**src/rtl/reg_bank.sv**
```systemverilog
// 32-entry MIPS general-purpose register bank: two combinational read ports,
// one synchronous write port, $0 hardwired to zero, $sp reset to SP_INIT.
module reg_bank #(
    parameter int                    DATA_WIDTH = 32,
    parameter int                    ADDR_WIDTH = 5,
    parameter int                    SP_INDEX   = 29,
    parameter logic [DATA_WIDTH-1:0] SP_INIT    = 32'd227,
    parameter bit                    BYPASS     = 1'b0
) (
    input  logic                  clk,
    input  logic                  reset,
    input  logic                  RegWrite,
    input  logic [ADDR_WIDTH-1:0] ReadReg1,
    input  logic [ADDR_WIDTH-1:0] ReadReg2,
    input  logic [ADDR_WIDTH-1:0] WriteReg,
    input  logic [DATA_WIDTH-1:0] WriteData,
    output logic [DATA_WIDTH-1:0] ReadData1,
    output logic [DATA_WIDTH-1:0] ReadData2
);

    localparam int DEPTH = 1 << ADDR_WIDTH;

    logic [DATA_WIDTH-1:0] regs_r [DEPTH];
    logic                  wr_en_s;

    // Writes to $0 are dropped here so the stored copy of $0 never leaves zero.
    always_comb begin
        wr_en_s = 1'b0;
        if (RegWrite && (WriteReg != {ADDR_WIDTH{1'b0}})) begin
            wr_en_s = 1'b1;
        end else begin
            wr_en_s = 1'b0;
        end
    end

    // Register storage: async reset to the power-on image, otherwise one write per edge.
    always_ff @(posedge clk or posedge reset) begin
        if (reset) begin
            for (int i = 0; i < DEPTH; i++) begin
                regs_r[i] <= (i == SP_INDEX) ? SP_INIT : {DATA_WIDTH{1'b0}};
            end
        end else if (wr_en_s) begin
            regs_r[WriteReg] <= WriteData;
        end
    end

    // Read port 1: $0 forced to zero, optional same-cycle forwarding of the write.
    always_comb begin
        ReadData1 = {DATA_WIDTH{1'b0}};
        if (ReadReg1 == {ADDR_WIDTH{1'b0}}) begin
            ReadData1 = {DATA_WIDTH{1'b0}};
        end else if (BYPASS && !reset && RegWrite && (WriteReg == ReadReg1)) begin
            ReadData1 = WriteData;
        end else begin
            ReadData1 = regs_r[ReadReg1];
        end
    end

    // Read port 2: same rules as port 1.
    always_comb begin
        ReadData2 = {DATA_WIDTH{1'b0}};
        if (ReadReg2 == {ADDR_WIDTH{1'b0}}) begin
            ReadData2 = {DATA_WIDTH{1'b0}};
        end else if (BYPASS && !reset && RegWrite && (WriteReg == ReadReg2)) begin
            ReadData2 = WriteData;
        end else begin
            ReadData2 = regs_r[ReadReg2];
        end
    end

endmodule

```
**config.mk**
```make
export PLATFORM = sky130hd
export DESIGN_NAME = reg_bank
export DESIGN_NICKNAME = d
export VERILOG_FILES = /design/src/rtl/reg_bank.sv
export SDC_FILE = /design/constraint.sdc
export NUM_CORES = 2
export LEC_CHECK = 0
export ABC_AREA = 1
export CAP_MARGIN = 20
export CORE_MARGIN = 4
export CORE_UTILIZATION = 50
export DETAILED_ROUTE_END_ITERATION = 8
export PLACE_DENSITY = 0.62
export SETUP_SLACK_MARGIN = 0.05
export SLEW_MARGIN = 10
export SYNTH_ARGS = -nofsm -noshare
export SYNTH_HDL_FRONTEND = slang
export SYNTH_SLANG_ARGS = --single-unit
```
**constraint.sdc**
```tcl
create_clock -name clk -period 38.5 [get_ports clk]
set_input_delay 5.775 -clock clk [delete_from_list [all_inputs] [get_ports clk]]
set_output_delay 5.775 -clock clk [all_outputs]
set_load 0.005 [all_outputs]
```
# ---- Yosys cells after proc, flatten, opt, wreduce, memory -nomap -nowiden
# Index checks and enable logic that the tools add are counted.
dict set report word_totals {
  regBits 1024
  input_bits 50
  output_inout_bits 64
  wordCells 56
}
dict set report classes {
  n_lt_le_gt_ge 4
  mux 12
  n_bitwise 3
  n_reduce_logical 5
}
# op n
set ops {}
lappend ops {{1024-bit bitwise mux} 1}
lappend ops {{32-bit binary-select mux with 5-bit select} 2}
lappend ops {{32-bit 2-to-1 mux} 7}
lappend ops {{32-bit demux with 5-bit select} 1}
lappend ops {{6-bit >= comparator (second input constant)} 3}
lappend ops {{5-bit NOT with 6-bit output} 3}
lappend ops {{5-bit zero test} 2}
lappend ops {{6-bit by 1-bit < comparator with 1-bit output (second input constant)} 1}
lappend ops {{5-bit nonzero test} 1}
lappend ops {{1-bit logical AND} 2}
lappend ops {{1-bit 2-to-1 mux} 1}

# ---- Longest topological paths before layout
dict set report depth {
  word_depth 6
  ltp_mapped 13
  mapped_depth_nobuf 9
}

# ---- Worst setup path before layout
# Ideal clock, no wire load.
dict set report synth_path {
  kind {input -> output}
  from {in ReadReg1[0]}
  to {out ReadData1[21]}
  arrival_ns 7.082
  required_ns 32.725
  setup_slack_ns 25.643
  path_stages 11
  n_path_buf 4
  path_cell_list {buf_2 inv_1 buf_2 buf_2 clkbuf_1 nand2_1 nand3_1 nand3_1 a21oi_1 nor2_1 nor2_1}
}
dict set report synth_between {
  elab_chain_cells 5
  word_cells_on_any_way 6
}
# element line_no
set synth_rtl {}
lappend synth_rtl {{start: declaration} 13} ;# input logic [ADDR_WIDTH-1:0] ReadReg1,
lappend synth_rtl {{5-bit NOT with 6-bit output (implied by the code)} 55} ;# ReadData1 = regs_r[ReadReg1];
lappend synth_rtl {{32-bit binary-select mux with 5-bit select} 55}
lappend synth_rtl {{32-bit 2-to-1 mux (implied by the code) (2 in series)} 55}
lappend synth_rtl {{32-bit 2-to-1 mux (*)} 50} ;# if (ReadReg1 == {ADDR_WIDTH{1'b0}}) begin
lappend synth_rtl {{end: declaration} 17} ;# output logic [DATA_WIDTH-1:0] ReadData1,
# Mark *: on every way between the ends. The rest lies on a longest branch, timed or not. The select of a mux whose other input is x is not followed.

# ---- Final worst setup path
dict set report layout_path {
  from {in ReadReg1[0]}
  to {out ReadData1[19]}
}
# The elaborated chain is that of the path after synthesis.

==> flow_summary.json <==
{
  "drtAntennaViolNets": 0,
  "wire_per_inst_um": 22.8,
  "postCtsHoldBufs": 0,
  "drt-total-wl_um": 216000,
  "areaGrowthSynthToFinish_pct": 9.35,
  "synthTopCellsByCount": "nand2_1 (3366), nand3_1 (1388), dfrtp_1 (1019)",
  "finalSetupViolCount": 0,
  "grt_pass1_wl_um": 327000,
  "yosysTopAreaCell": "dfrtp_1",
  "ir_drop_v": 0.0000420,
  "clockRootBuffer": "clkbuf_16",
  "status": "complete, no violations",
  "critPathLaunch": "ReadReg1[0]",
  "ys_seq_area_frac": 0.455,
  "min_from": "regs_r[1010]",
  "largest_reg_flops": 1024,
  "cts_made_buffers": 117,
  "dpl_cell_area_mm2": 0.0573,
  "grt_setup_unrepaired": "no",
  "crit_path_max_incr_delay_ns": 0.86,
  "clock_latency_ns": 0.70,
  "path_cells": "buf_8 > inv_8 > buf_4 > buf_4 > nand2_1 > nand3_1 > nand3_1 > nand2_1 > nand2_1 > nand3_1 > nand2_1 > nor2_1 > clkdlybuf4s50_1",
  "synth_seq_cells": 1024,
  "hold_violations": 0,
  "p_comb_frac": 0.186,
  "slew_viol_final": 0,
  "io_pins": 114,
  "period_share": 0.425,
  "clk_path_buf_depth": 3,
  "power.density_mw_per_mm2": 52.9,
  "pwr-share-seq": 0.442,
  "drv_cap": 0,
  "grt_util_met1": 0.505,
  "numPortBuffers": 113,
  "crit_type": "input port to output port",
  "p_int_mw": 2.25,
  "cp_slowest_cell": "buf_4",
  "first_global_vias": 52600,
  "critPathMostFrequentCell": "nand2_1",
  "post-cts-setup-buffer-count": 0,
  "gp_congestion": 0.820,
  "synthesis.area_mm2": 0.0563,
  "yosys_warnings": 0,
  "end_kind": "output port",
  "critPathCapture": "ReadData1[19]",
  "drt_iter0_drc": 7909,
  "post-place-ws_ns": 22.37,
  "drive_above_1_share": 0.0437,
  "setup_ws_ns": 22.14,
  "finalInstanceArea_mm2": 0.0616,
  "whs_ns": 0.399,
  "r2r_end": "regs_r[64]",
  "worstPathArrival_ns": 10.59,
  "dr.pass1.iters": 7,
  "die_area_mm2": 0.118,
  "overflow": 0,
  "die_w_um": 344,
  "finClkSkew_ns": 0,
  "power_switching_mw": 1.01,
  "r2r-start": "regs_r[64]",
  "maxSlewHeadroom": 0.217,
  "die_y_um": 344,
  "antenna_found_initial": 2,
  "cts_resized": 0,
  "synth_fp_nets": 8347,
  "clk_pin_slew_ns": 0.06,
  "clock_sinks": 1024,
  "avgSynthCellArea_um2": 6.79,
  "nets": 7902,
  "met2_usage": 0.558,
  "synth_top_area_frac": 0.453,
  "antennaDiodeCount": 0,
  "worst_slew_pin_slew_ns": 1.17,
  "h-tree-depth": 3,
  "hpwl_um": 105000,
  "ys_top_cells_by_area": "dfrtp_1 (45%), nand2_1 (22%), nand3_1 (12%), o21ai_0 (8.2%), clkbuf_1 (4.2%)",
  "async_flop_share": 1.00,
  "fmax_ghz": 0.0611,
  "hp-class": "flop to flop",
  "p_sw_frac": 0.310,
  "rr_worst_depth": 2,
  "rows": 122,
  "coreArea_mm2": 0.111,
  "cp_top_family": "buffers and inverters",
  "initial_utilization": 0.506,
  "synth_most_common_cell": "nand2_1",
  "grtUsageTotal": 0.360,
  "drc": 0,
  "path_buf_inv": 5,
  "gr-usage-met3": 0.0617,
  "ff2ff_setup_slack_ns": 37.69,
  "cp_max_fo": 134,
  "synth_cell_types": 18,
  "fillers": 10900,
  "tritoncts": "done",
  "worstSetupPathDepth": 13,
  "required_ns": 32.72,
  "power_frac_clock": 0.372,
  "top_register": "regs_r",
  "globalRoute.busiestLayer": "met2",
  "reg.largest.list": "regs_r x1024",
  "vias_per_cell": 6.00,
  "fin_setup_tns_ns": 0,
  "synth_edf_count": 0,
  "grt_max_degree": 198,
  "synthCells": 8297,
  "synthFlopType": "dfrtp_1",
  "vias": 56600,
  "min_period_ns": 16.36,
  "critPathLaunchType": "input port",
  "leakage_nw": 29.1
}
==> per-stage QoR <==
| step | utilization | cells | power, mW |
|---|---|---|---|
| global placement | 0.515 | 9214 | 2.03 |
| finish | 0.554 | 9436 | 3.26 |
| global route | 0.554 | 9436 | 3.43 |
| CTS | 0.553 | 9430 | 3.26 |
| detailed placement | 0.515 | 9215 | 2.05 |
| floorplan | - | 8297 | 1.87 |
==> power groups by stage <==
stage          Clock (mW)  Combinational (mW)  Sequential (mW)
4_1_cts              1.23               0.603             1.43
3_3_place_gp            0               0.587             1.45
6_report             1.21               0.608             1.44
2_1_floorplan           0               0.453             1.42
5_1_grt              1.26               0.698             1.47
3_5_place_dp            0               0.601             1.45
==> cell families (layout without fill, tap and decap cells) <==
family          Yosys count  after routing  synth area share
flops                  1024           1024             0.455
buf+inv                 844            495            0.0578
compound gates         1228           1228             0.109
simple gates           5201           5201             0.378
==> per-layer routing <==
metal	share of wire	routed length, um
met5	0	0
met4	0.042	8980
met3	0.10	21700
met2	0.44	94700
met1	0.42	90200
==> worst min-delay path by stage <==
stage,endpoint,slack (ns),cells after the start
final,regs_r[1010],0.40,0
after global routing,regs_r[998],0.41,0
after CTS,regs_r[1006],0.40,0
after detailed placement,regs_r[1010],0.39,0
after global placement,regs_r[1023],0.39,0
after floorplan,regs_r[1000],0.45,1
==> area by class of cell <==
type | instances | area [um2] | share of cell area
Clock buffer | 174 | 3590 | 0.0582
Tap cell | 1488 | 1860 | 0.0302
Clock inverter | 41 | 601 | 0.00975
Timing Repair Buffer | 196 | 1870 | 0.0304
Multi-Input combinational cell | 6429 | 27700 | 0.449
Inverter | 84 | 370 | 0.00601
Sequential cell | 1024 | 25600 | 0.416
==> placed cells by master, fill, tap and decap left out, types with 3 or more instances in the layout <==
cell,netlist,routed
nand2_1,3366,3340
nand3_1,1388,1386
dfrtp_1,1019,1019
o21ai_0,920,920
nor2_1,432,432
a21oi_1,266,266
clkbuf_16,0,121
clkdlybuf4s50_1,0,103
buf_4,0,73
inv_1,73,66
o21ai_1,42,42
clkbuf_8,0,36
nand2_4,0,26
clkinv_2,0,19
clkbuf_1,633,17
bufinv_16,0,15
nor3_1,9,9
inv_2,9,8
inv_8,0,6
buf_12,0,6
clkinvlp_4,0,5
buf_2,72,5
dfstp_2,5,5
nor2_4,0,4
buf_8,0,4
buf_6,0,3
==> worst reg2reg max path, delay by kind of cell (launching register included) <==
kind / cells / cell delay, ns
AOI/OAI and AO/OA: 1 / 0.15
and+or+nand+nor: 1 / 0.05
DFF: 1 / 0.54
No activity file was read; power rests on OpenSTA's default activity.
